**src/rtl/sc_ulpi_rx_if.sv**
```systemverilog
// ULPI receive-side bundle: PHY-driven dir/nxt/data, the register-read
// request from the TX side, and every decoded output of the receive path.
interface sc_ulpi_rx_if;
  logic       ULPI_DIR;
  logic       ULPI_NXT;
  logic [7:0] ULPI_DIN;
  logic       REG_RD_REQ;
  logic [7:0] RXCMD;
  logic       RXCMD_VLD;
  logic       RX_ACTIVE;
  logic [7:0] RX_DATA;
  logic       RX_DVLD;
  logic       RX_EOP;
  logic       RX_ERR;
  logic [7:0] REG_RDATA;
  logic       REG_RVLD;
  logic       REG_RD_TMO;
  logic       BUS_OWN;

  // Stimulus / upstream side: drives the sampled bus and the read request.
  modport master (
    output ULPI_DIR, ULPI_NXT, ULPI_DIN, REG_RD_REQ,
    input  RXCMD, RXCMD_VLD, RX_ACTIVE, RX_DATA, RX_DVLD, RX_EOP, RX_ERR,
           REG_RDATA, REG_RVLD, REG_RD_TMO, BUS_OWN
  );

  // Receive path itself.
  modport slave (
    input  ULPI_DIR, ULPI_NXT, ULPI_DIN, REG_RD_REQ,
    output RXCMD, RXCMD_VLD, RX_ACTIVE, RX_DATA, RX_DVLD, RX_EOP, RX_ERR,
           REG_RDATA, REG_RVLD, REG_RD_TMO, BUS_OWN
  );
endinterface

```
**src/rtl/sc_ulpi_rx.sv**
```systemverilog
// Link-side ULPI receive path: tracks bus turnaround, decodes RX CMD bytes,
// streams USB packet bytes with EOP/error flags, and captures register-read
// data returned by the PHY (with a read timeout). All outputs are registered.
module sc_ulpi_rx #(
  parameter int RD_TMO_CYC = 16
) (
  input logic         CLK,
  input logic         RST,
  sc_ulpi_rx_if.slave bus
);

  typedef enum logic [1:0] {
    IDLE     = 2'd0,
    TURN_IN  = 2'd1,
    RECV     = 2'd2,
    TURN_OUT = 2'd3
  } state_t;

  // RxEvent encoding in RX CMD bits [5:4]
  localparam logic [1:0] EV_NONE    = 2'b00;
  localparam logic [1:0] EV_ACTIVE  = 2'b01;
  localparam logic [1:0] EV_DISCON  = 2'b10;
  localparam logic [1:0] EV_ERROR   = 2'b11;

  localparam logic [7:0] TMO_LOAD = 8'(RD_TMO_CYC);

  state_t     state;
  state_t     stateNext;
  logic       turnNxt;
  logic       firstByte;
  logic       errFlag;
  logic       rdPend;
  logic [7:0] tmoCnt;

  logic [7:0] rxCmdQ;
  logic       rxCmdVldQ;
  logic       rxActiveQ;
  logic [7:0] rxDataQ;
  logic       rxDvldQ;
  logic       rxEopQ;
  logic       rxErrQ;
  logic [7:0] regRdataQ;
  logic       regRvldQ;
  logic       regTmoQ;
  logic       busOwnQ;

  logic       dir;
  logic       nxt;
  logic [7:0] din;
  logic [1:0] rxEvent;
  logic       linkTurn;

  assign dir      = bus.ULPI_DIR;
  assign nxt      = bus.ULPI_NXT;
  assign din      = bus.ULPI_DIN;
  assign rxEvent  = din[5:4];
  // States in which the link side owns (or is about to own) the bus; the
  // read timeout only runs here and a dir rise here is a fresh turnaround.
  assign linkTurn = (state == IDLE) || (state == TURN_OUT);

  // Next-state decode for turnaround tracking; BUS_OWN is registered from it.
  always_comb begin
    stateNext = state;
    case (state)
      IDLE:     if (dir) stateNext = TURN_IN;
      TURN_IN:  stateNext = dir ? RECV : TURN_OUT;
      RECV:     if (!dir) stateNext = TURN_OUT;
      TURN_OUT: stateNext = dir ? TURN_IN : IDLE;
      default:  stateNext = IDLE;
    endcase
  end

  // Receive FSM with registered decode outputs and register-read tracking.
  always_ff @(posedge CLK or posedge RST) begin
    if (RST) begin
      state     <= IDLE;
      turnNxt   <= 1'b0;
      firstByte <= 1'b0;
      errFlag   <= 1'b0;
      rdPend    <= 1'b0;
      tmoCnt    <= 8'd0;
      rxCmdQ    <= 8'h00;
      rxCmdVldQ <= 1'b0;
      rxActiveQ <= 1'b0;
      rxDataQ   <= 8'h00;
      rxDvldQ   <= 1'b0;
      rxEopQ    <= 1'b0;
      rxErrQ    <= 1'b0;
      regRdataQ <= 8'h00;
      regRvldQ  <= 1'b0;
      regTmoQ   <= 1'b0;
      busOwnQ   <= 1'b1;
    end else begin
      state     <= stateNext;
      busOwnQ   <= (stateNext == IDLE) && !dir;
      rxCmdVldQ <= 1'b0;
      rxDvldQ   <= 1'b0;
      rxEopQ    <= 1'b0;
      rxErrQ    <= 1'b0;
      regRvldQ  <= 1'b0;
      regTmoQ   <= 1'b0;

      case (state)
        IDLE, TURN_OUT: begin
          // Turnaround cycle: data is not valid, only nxt matters.
          if (dir) turnNxt <= nxt;
        end
        TURN_IN: begin
          firstByte <= dir;
          if (dir && turnNxt) rxActiveQ <= 1'b1;
        end
        RECV: begin
          firstByte <= 1'b0;
          if (dir) begin
            if (rdPend && firstByte) begin
              // First byte after a RegRead turnaround is the register value.
              regRdataQ <= din;
              regRvldQ  <= 1'b1;
              rdPend    <= 1'b0;
              tmoCnt    <= 8'd0;
            end else if (nxt) begin
              if (rxActiveQ) begin
                rxDataQ <= din;
                rxDvldQ <= 1'b1;
              end
            end else begin
              rxCmdQ    <= din;
              rxCmdVldQ <= 1'b1;
              if (rxEvent == EV_ACTIVE || rxEvent == EV_ERROR) begin
                rxActiveQ <= 1'b1;
                if (rxEvent == EV_ERROR) errFlag <= 1'b1;
              end else if ((rxEvent == EV_NONE || rxEvent == EV_DISCON) && rxActiveQ) begin
                rxEopQ    <= 1'b1;
                rxErrQ    <= errFlag;
                rxActiveQ <= 1'b0;
                errFlag   <= 1'b0;
              end
            end
          end else if (rxActiveQ) begin
            // PHY released the bus mid-packet: report an aborted packet.
            rxEopQ    <= 1'b1;
            rxErrQ    <= 1'b1;
            rxActiveQ <= 1'b0;
            errFlag   <= 1'b0;
          end
        end
        default: ;
      endcase

      if (rdPend && linkTurn) begin
        if (tmoCnt <= 8'd1) begin
          regTmoQ <= 1'b1;
          rdPend  <= 1'b0;
          tmoCnt  <= 8'd0;
        end else begin
          tmoCnt <= tmoCnt - 8'd1;
        end
      end

      // A receive turnaround pre-empts an outstanding read.
      if (rdPend && linkTurn && dir && nxt) begin
        regTmoQ <= 1'b1;
        rdPend  <= 1'b0;
        tmoCnt  <= 8'd0;
      end

      // Only one read outstanding; a repeat request restarts the window.
      if (bus.REG_RD_REQ) begin
        rdPend <= 1'b1;
        tmoCnt <= TMO_LOAD;
      end
    end
  end

  assign bus.RXCMD      = rxCmdQ;
  assign bus.RXCMD_VLD  = rxCmdVldQ;
  assign bus.RX_ACTIVE  = rxActiveQ;
  assign bus.RX_DATA    = rxDataQ;
  assign bus.RX_DVLD    = rxDvldQ;
  assign bus.RX_EOP     = rxEopQ;
  assign bus.RX_ERR     = rxErrQ;
  assign bus.REG_RDATA  = regRdataQ;
  assign bus.REG_RVLD   = regRvldQ;
  assign bus.REG_RD_TMO = regTmoQ;
  assign bus.BUS_OWN    = busOwnQ;

endmodule

```
**src/flat_wrapper.sv**
```systemverilog
// flat-port wrapper written by rule: the top's interface ports become plain ports
module sc_ulpi_rx_flat 
#(
  parameter int RD_TMO_CYC = 16
)
  (CLK, RST, bus_ULPI_DIR, bus_ULPI_NXT, bus_ULPI_DIN, bus_REG_RD_REQ, bus_RXCMD, bus_RXCMD_VLD, bus_RX_ACTIVE, bus_RX_DATA, bus_RX_DVLD, bus_RX_EOP, bus_RX_ERR, bus_REG_RDATA, bus_REG_RVLD, bus_REG_RD_TMO, bus_BUS_OWN);
  sc_ulpi_rx_if bus_i ();
  input logic CLK;
  input logic RST;
  input wire logic [$bits(bus_i.ULPI_DIR)-1:0] bus_ULPI_DIR;
  input wire logic [$bits(bus_i.ULPI_NXT)-1:0] bus_ULPI_NXT;
  input wire logic [$bits(bus_i.ULPI_DIN)-1:0] bus_ULPI_DIN;
  input wire logic [$bits(bus_i.REG_RD_REQ)-1:0] bus_REG_RD_REQ;
  output wire logic [$bits(bus_i.RXCMD)-1:0] bus_RXCMD;
  output wire logic [$bits(bus_i.RXCMD_VLD)-1:0] bus_RXCMD_VLD;
  output wire logic [$bits(bus_i.RX_ACTIVE)-1:0] bus_RX_ACTIVE;
  output wire logic [$bits(bus_i.RX_DATA)-1:0] bus_RX_DATA;
  output wire logic [$bits(bus_i.RX_DVLD)-1:0] bus_RX_DVLD;
  output wire logic [$bits(bus_i.RX_EOP)-1:0] bus_RX_EOP;
  output wire logic [$bits(bus_i.RX_ERR)-1:0] bus_RX_ERR;
  output wire logic [$bits(bus_i.REG_RDATA)-1:0] bus_REG_RDATA;
  output wire logic [$bits(bus_i.REG_RVLD)-1:0] bus_REG_RVLD;
  output wire logic [$bits(bus_i.REG_RD_TMO)-1:0] bus_REG_RD_TMO;
  output wire logic [$bits(bus_i.BUS_OWN)-1:0] bus_BUS_OWN;
  assign bus_i.ULPI_DIR = bus_ULPI_DIR;
  assign bus_i.ULPI_NXT = bus_ULPI_NXT;
  assign bus_i.ULPI_DIN = bus_ULPI_DIN;
  assign bus_i.REG_RD_REQ = bus_REG_RD_REQ;
  assign bus_RXCMD = bus_i.RXCMD;
  assign bus_RXCMD_VLD = bus_i.RXCMD_VLD;
  assign bus_RX_ACTIVE = bus_i.RX_ACTIVE;
  assign bus_RX_DATA = bus_i.RX_DATA;
  assign bus_RX_DVLD = bus_i.RX_DVLD;
  assign bus_RX_EOP = bus_i.RX_EOP;
  assign bus_RX_ERR = bus_i.RX_ERR;
  assign bus_REG_RDATA = bus_i.REG_RDATA;
  assign bus_REG_RVLD = bus_i.REG_RVLD;
  assign bus_REG_RD_TMO = bus_i.REG_RD_TMO;
  assign bus_BUS_OWN = bus_i.BUS_OWN;
  sc_ulpi_rx #(.RD_TMO_CYC(RD_TMO_CYC)) u_core (.CLK(CLK), .RST(RST), .bus(bus_i));
endmodule
```
**config.mk**
```make
export PLATFORM = sky130hd
export DESIGN_NAME = sc_ulpi_rx_flat
export DESIGN_NICKNAME = d
export VERILOG_FILES = /design/src/rtl/sc_ulpi_rx_if.sv /design/src/rtl/sc_ulpi_rx.sv /design/src/flat_wrapper.sv
export SDC_FILE = /design/constraint.sdc
export NUM_CORES = 1
export LEC_CHECK = 0
export ABC_AREA = 1
export CAP_MARGIN = 15
export CORE_MARGIN = 1
export CORE_UTILIZATION = 50
export DETAILED_ROUTE_END_ITERATION = 12
export GPL_TIMING_DRIVEN = 0
export PLACE_DENSITY = 0.77
export RECOVER_POWER = 100
export SYNTH_ARGS = -nofsm -noshare
export SYNTH_HDL_FRONTEND = slang
export SYNTH_SLANG_ARGS = --single-unit
```
**constraint.sdc**
```tcl
create_clock -name CLK -period 2.25 [get_ports CLK]
set_clock_uncertainty 0.2 [all_clocks]
set_input_delay 0.45 -clock CLK [delete_from_list [all_inputs] [get_ports CLK]]
set_output_delay 0.45 -clock CLK [all_outputs]
set_load 0.03 [all_outputs]
```
==> impl_metrics.ini <==
[detailed_routing]
route.final.wire_length_mm = 4.180
detail_route.drc_violations = 0
post_detailed_route_via_to_cell_ratio = 5.000
antenna_violation_net_count_after_detailed_routing = 0
wl_per_cell_um = 12.33
detail_route.iter0.violations = 90
first_pass_iters = 4
route.vias.total = 1695

[layout]
final_standard_cell_count_with_taps_included_and_fillers_excluded = 339
finalInstanceArea_mm2 = 0.002674
layout-drive-gt1-share = 0.05498
final_nets = 309
area_growth_syn_to_layout_pct = 29.99
num_antenna_cells = 0

[setup_path]
critPathBufInv = 1
worst_r2r_endpoint = u_core.bus.RXCMD[7]
crit_end = bus_BUS_OWN
cpPeakStageDelay_ns = 0.65
list_of_cells_traversed_by_the_critical_path = clkdlybuf4s50_1
endpoint_kind = output pin
reg2reg_depth = 8
cpMaxStageDelayCell = sky130_fd_sc_hd__clkdlybuf4s50_1
setup.worst_path.start_class = flip-flop
worst_ep_required_ns = 1.60
r2r-start = u_core.state[0]
worstSetupPathDepth = 1
critical_path.max_fanout = 1
reg2reg_setup_slack_ns = 0.26
cp.arrival_ns = 1.47
critical-path-top-delay-family = buffers and inverters
crit_startpoint = u_core.bus.BUS_OWN
ws_path_type = reg -> out

[pwr]
power_switching_share = 0.4390
peak_ir_drop_on_the_vdd_network_uv = 811.3
clock_power_share = 0.146
p_leak_nw = 1.430
p_int_w = 0.002136
power.combinational.fraction = 0.496
power.density_mw_per_mm2 = 1424
power_frac_seq = 0.358
power.switching_w = 0.001672

[grt]
grt_overflow = 0
highest_utilization_routing_layer_at_the_global_route_stage = met2
vias_in_the_first_global_route = 1603
globalRouteMet3Util = 0.06379
grt_start_max_net_pins = 32
grt_antenna_before_repair = 0
grt_first_pass_wirelength_mm = 7.065
grt.met2_usage = 0.3533
global_route.usage.total = 0.2138
groute.layer.met1.usage = 0.2691

[place]
buffer_ports.inserted = 44
dp.final_hpwl_mm = 3.068
dpl_cell_area_mm2 = 0.002577
dpl_worst_slack_ns = 0.01625
routabilityCongestion = 0.8161
dp.cells = 331

[die]
floorplan.die.width_um = 66.14
placeable_core_region_mm2 = 0.003799
die_height_um = 66.14
ioPinCount = 45
die-area_mm2 = 0.004375
starting_density_of_the_core = 0.5415
fp-row-count = 22

[timing]
finalHoldWorstSlack_ns = 0.2801
worst_setup_slack_final_ns = 0.1330
timing_max_transition_violations_final = 0
final_period_util = 0.9409
setup_viol = 0
final-hold-violation-count = 0
rsz0062_at_grt = false
max_slew.worst_pin.slew_ns = 0.6289
setup_tns_ns = 0
slew_headroom = 0.5803
post-route-min-period_ns = 2.117
fmaxAchievable_mhz = 472.4

[cts]
clock-root-buffer = sky130_fd_sc_hd__clkbuf_8
clock_path_buffers = 2
cts.hold.buffers_added = 0
cts_inserted_buffers = 5
post_cts_resize_count = 0
clk_pin_slew_ns = 0.09
worst_skew_pair.late_latency_ns = 0.29
cts_tree = built
htree_num_levels = 2
cts_setup_buffers = 0
numClockSinks = 46

[synthesis]
leading_register_cell_type_out_of_synthesis = sky130_fd_sc_hd__dfrtp_1
syn_nets = 257
netlist_area_mm2 = 0.002057
ys_seq_area_frac = 0.5602
netlist-cell-type-count = 18
synth-edff-count = 0
synth.ff_latch_count = 46
async_flop_share = 1.000
ys.warnings.count = 0
synthesis.instances = 238
avgSynthCellArea_um2 = 8.643

[run]
cap_violations = 0

[min_path]
hold_class = reg -> reg

[outcome]
run_status = finished, final reports clean
==> area by class of cell <==
type	count	area (µm²)
clock inverter	1	8.758
inverter	40	150.1
sequential	46	1152
buffer	5	36.28
fill	300	1125
tap	48	60.06
multi-input combinational	147	709.4
timing repair buffer	45	460.4
clock buffer	7	96.34
==> cells in the mapped netlist, types with 2 or more instances <==
| cell | n | share of area |
|---|---|---|
| sky130_fd_sc_hd__nand4_1 | 3 | 0.0091 |
| sky130_fd_sc_hd__o21ai_0 | 34 | 0.083 |
| sky130_fd_sc_hd__inv_1 | 39 | 0.071 |
| sky130_fd_sc_hd__nor2_1 | 18 | 0.033 |
| sky130_fd_sc_hd__o22ai_1 | 2 | 0.0061 |
| sky130_fd_sc_hd__dfrtp_1 | 45 | 0.55 |
| sky130_fd_sc_hd__buf_6 | 3 | 0.016 |
| sky130_fd_sc_hd__a21oi_1 | 8 | 0.019 |
| sky130_fd_sc_hd__ha_1 | 6 | 0.036 |
| sky130_fd_sc_hd__nand2_2 | 2 | 0.0061 |
| sky130_fd_sc_hd__nand3_1 | 15 | 0.036 |
| sky130_fd_sc_hd__nand2_1 | 57 | 0.10 |
==> state kept, by name, indices dropped and copies added (netlist names), 2 cells and up <==
name,cells
u_core.bus.RX_DATA,8
u_core.bus.REG_RDATA,8
u_core.tmoCnt,8
u_core.state,2
u_core.bus.RXCMD,8
==> layer usage <==
layer / routed length (µm) / share of wire
met1: 1913 / 0.46
met2: 2007 / 0.48
met3: 241 / 0.058
met4: 19 / 0.0045
met5: 0 / 0
==> logic make-up (layout without fill, tap and decap cells) <==
kind of cell               count (synthesis)  count (layout)  synth area share
AOI/OAI and AO/OA                         45              45            0.1107
adders and majority gates                  6               6           0.03650
buffers and inverters                     45              98           0.09367
and+or+nand+nor                           96              96            0.1989
DFF                                       46              46            0.5602
==> placed cells by master, fill, tap and decap left out <==
| master | count |
|---|---|
| sky130_fd_sc_hd__nand2_2 | 1 |
| sky130_fd_sc_hd__o21ai_1 | 1 |
| sky130_fd_sc_hd__o22ai_1 | 2 |
| sky130_fd_sc_hd__dfstp_2 | 1 |
| sky130_fd_sc_hd__dfrtp_1 | 45 |
| sky130_fd_sc_hd__clkbuf_8 | 7 |
| sky130_fd_sc_hd__clkinv_4 | 1 |
| sky130_fd_sc_hd__nand4_1 | 3 |
| sky130_fd_sc_hd__buf_6 | 2 |
| sky130_fd_sc_hd__buf_12 | 1 |
| sky130_fd_sc_hd__clkbuf_2 | 1 |
| sky130_fd_sc_hd__clkdlybuf4s50_1 | 11 |
| sky130_fd_sc_hd__buf_2 | 1 |
| sky130_fd_sc_hd__clkbuf_1 | 1 |
| sky130_fd_sc_hd__o21ai_0 | 34 |
| sky130_fd_sc_hd__nand3_1 | 15 |
| sky130_fd_sc_hd__nand4_4 | 1 |
| sky130_fd_sc_hd__nand2_1 | 58 |
| sky130_fd_sc_hd__ha_1 | 6 |
| sky130_fd_sc_hd__dlygate4sd3_1 | 33 |
| sky130_fd_sc_hd__nor2_1 | 18 |
| sky130_fd_sc_hd__a21oi_1 | 8 |
| sky130_fd_sc_hd__inv_1 | 40 |
==> power by group through the flow <==
stage                     combinational [W]  clock [W]  sequential (W)
after floorplan                    0.000855          0         0.00181
after global placement              0.00194          0         0.00138
after detailed placement            0.00198          0         0.00138
after CTS                           0.00199   0.000576         0.00137
after global routing                0.00210   0.000595         0.00141
final                               0.00189   0.000557         0.00136
==> per-stage QoR <==
step / total power (W) / utilization
final: 0.003808 / 0.7039
after global routing: 0.004101 / 0.7039
after CTS: 0.003937 / 0.7062
after detailed placement: 0.003362 / 0.6785
after global placement: 0.003318 / 0.6733
after floorplan: 0.002664 / -
==> worst min-delay path by stage <==
stage / start / to / depth (start not counted)
finish: u_core.bus.RXCMD[2] / u_core.bus.RXCMD[2] / 2
global route: u_core.bus.RX_DATA[3] / u_core.bus.RX_DATA[3] / 2
CTS: RST / u_core.bus.RX_DATA[6] / 2
detailed placement: u_core.bus.RXCMD[2] / u_core.bus.RXCMD[2] / 2
global placement: u_core.bus.RXCMD[2] / u_core.bus.RXCMD[2] / 2
floorplan: u_core.turnNxt / u_core.turnNxt / 2
Power figures use the tool's default switching activity.
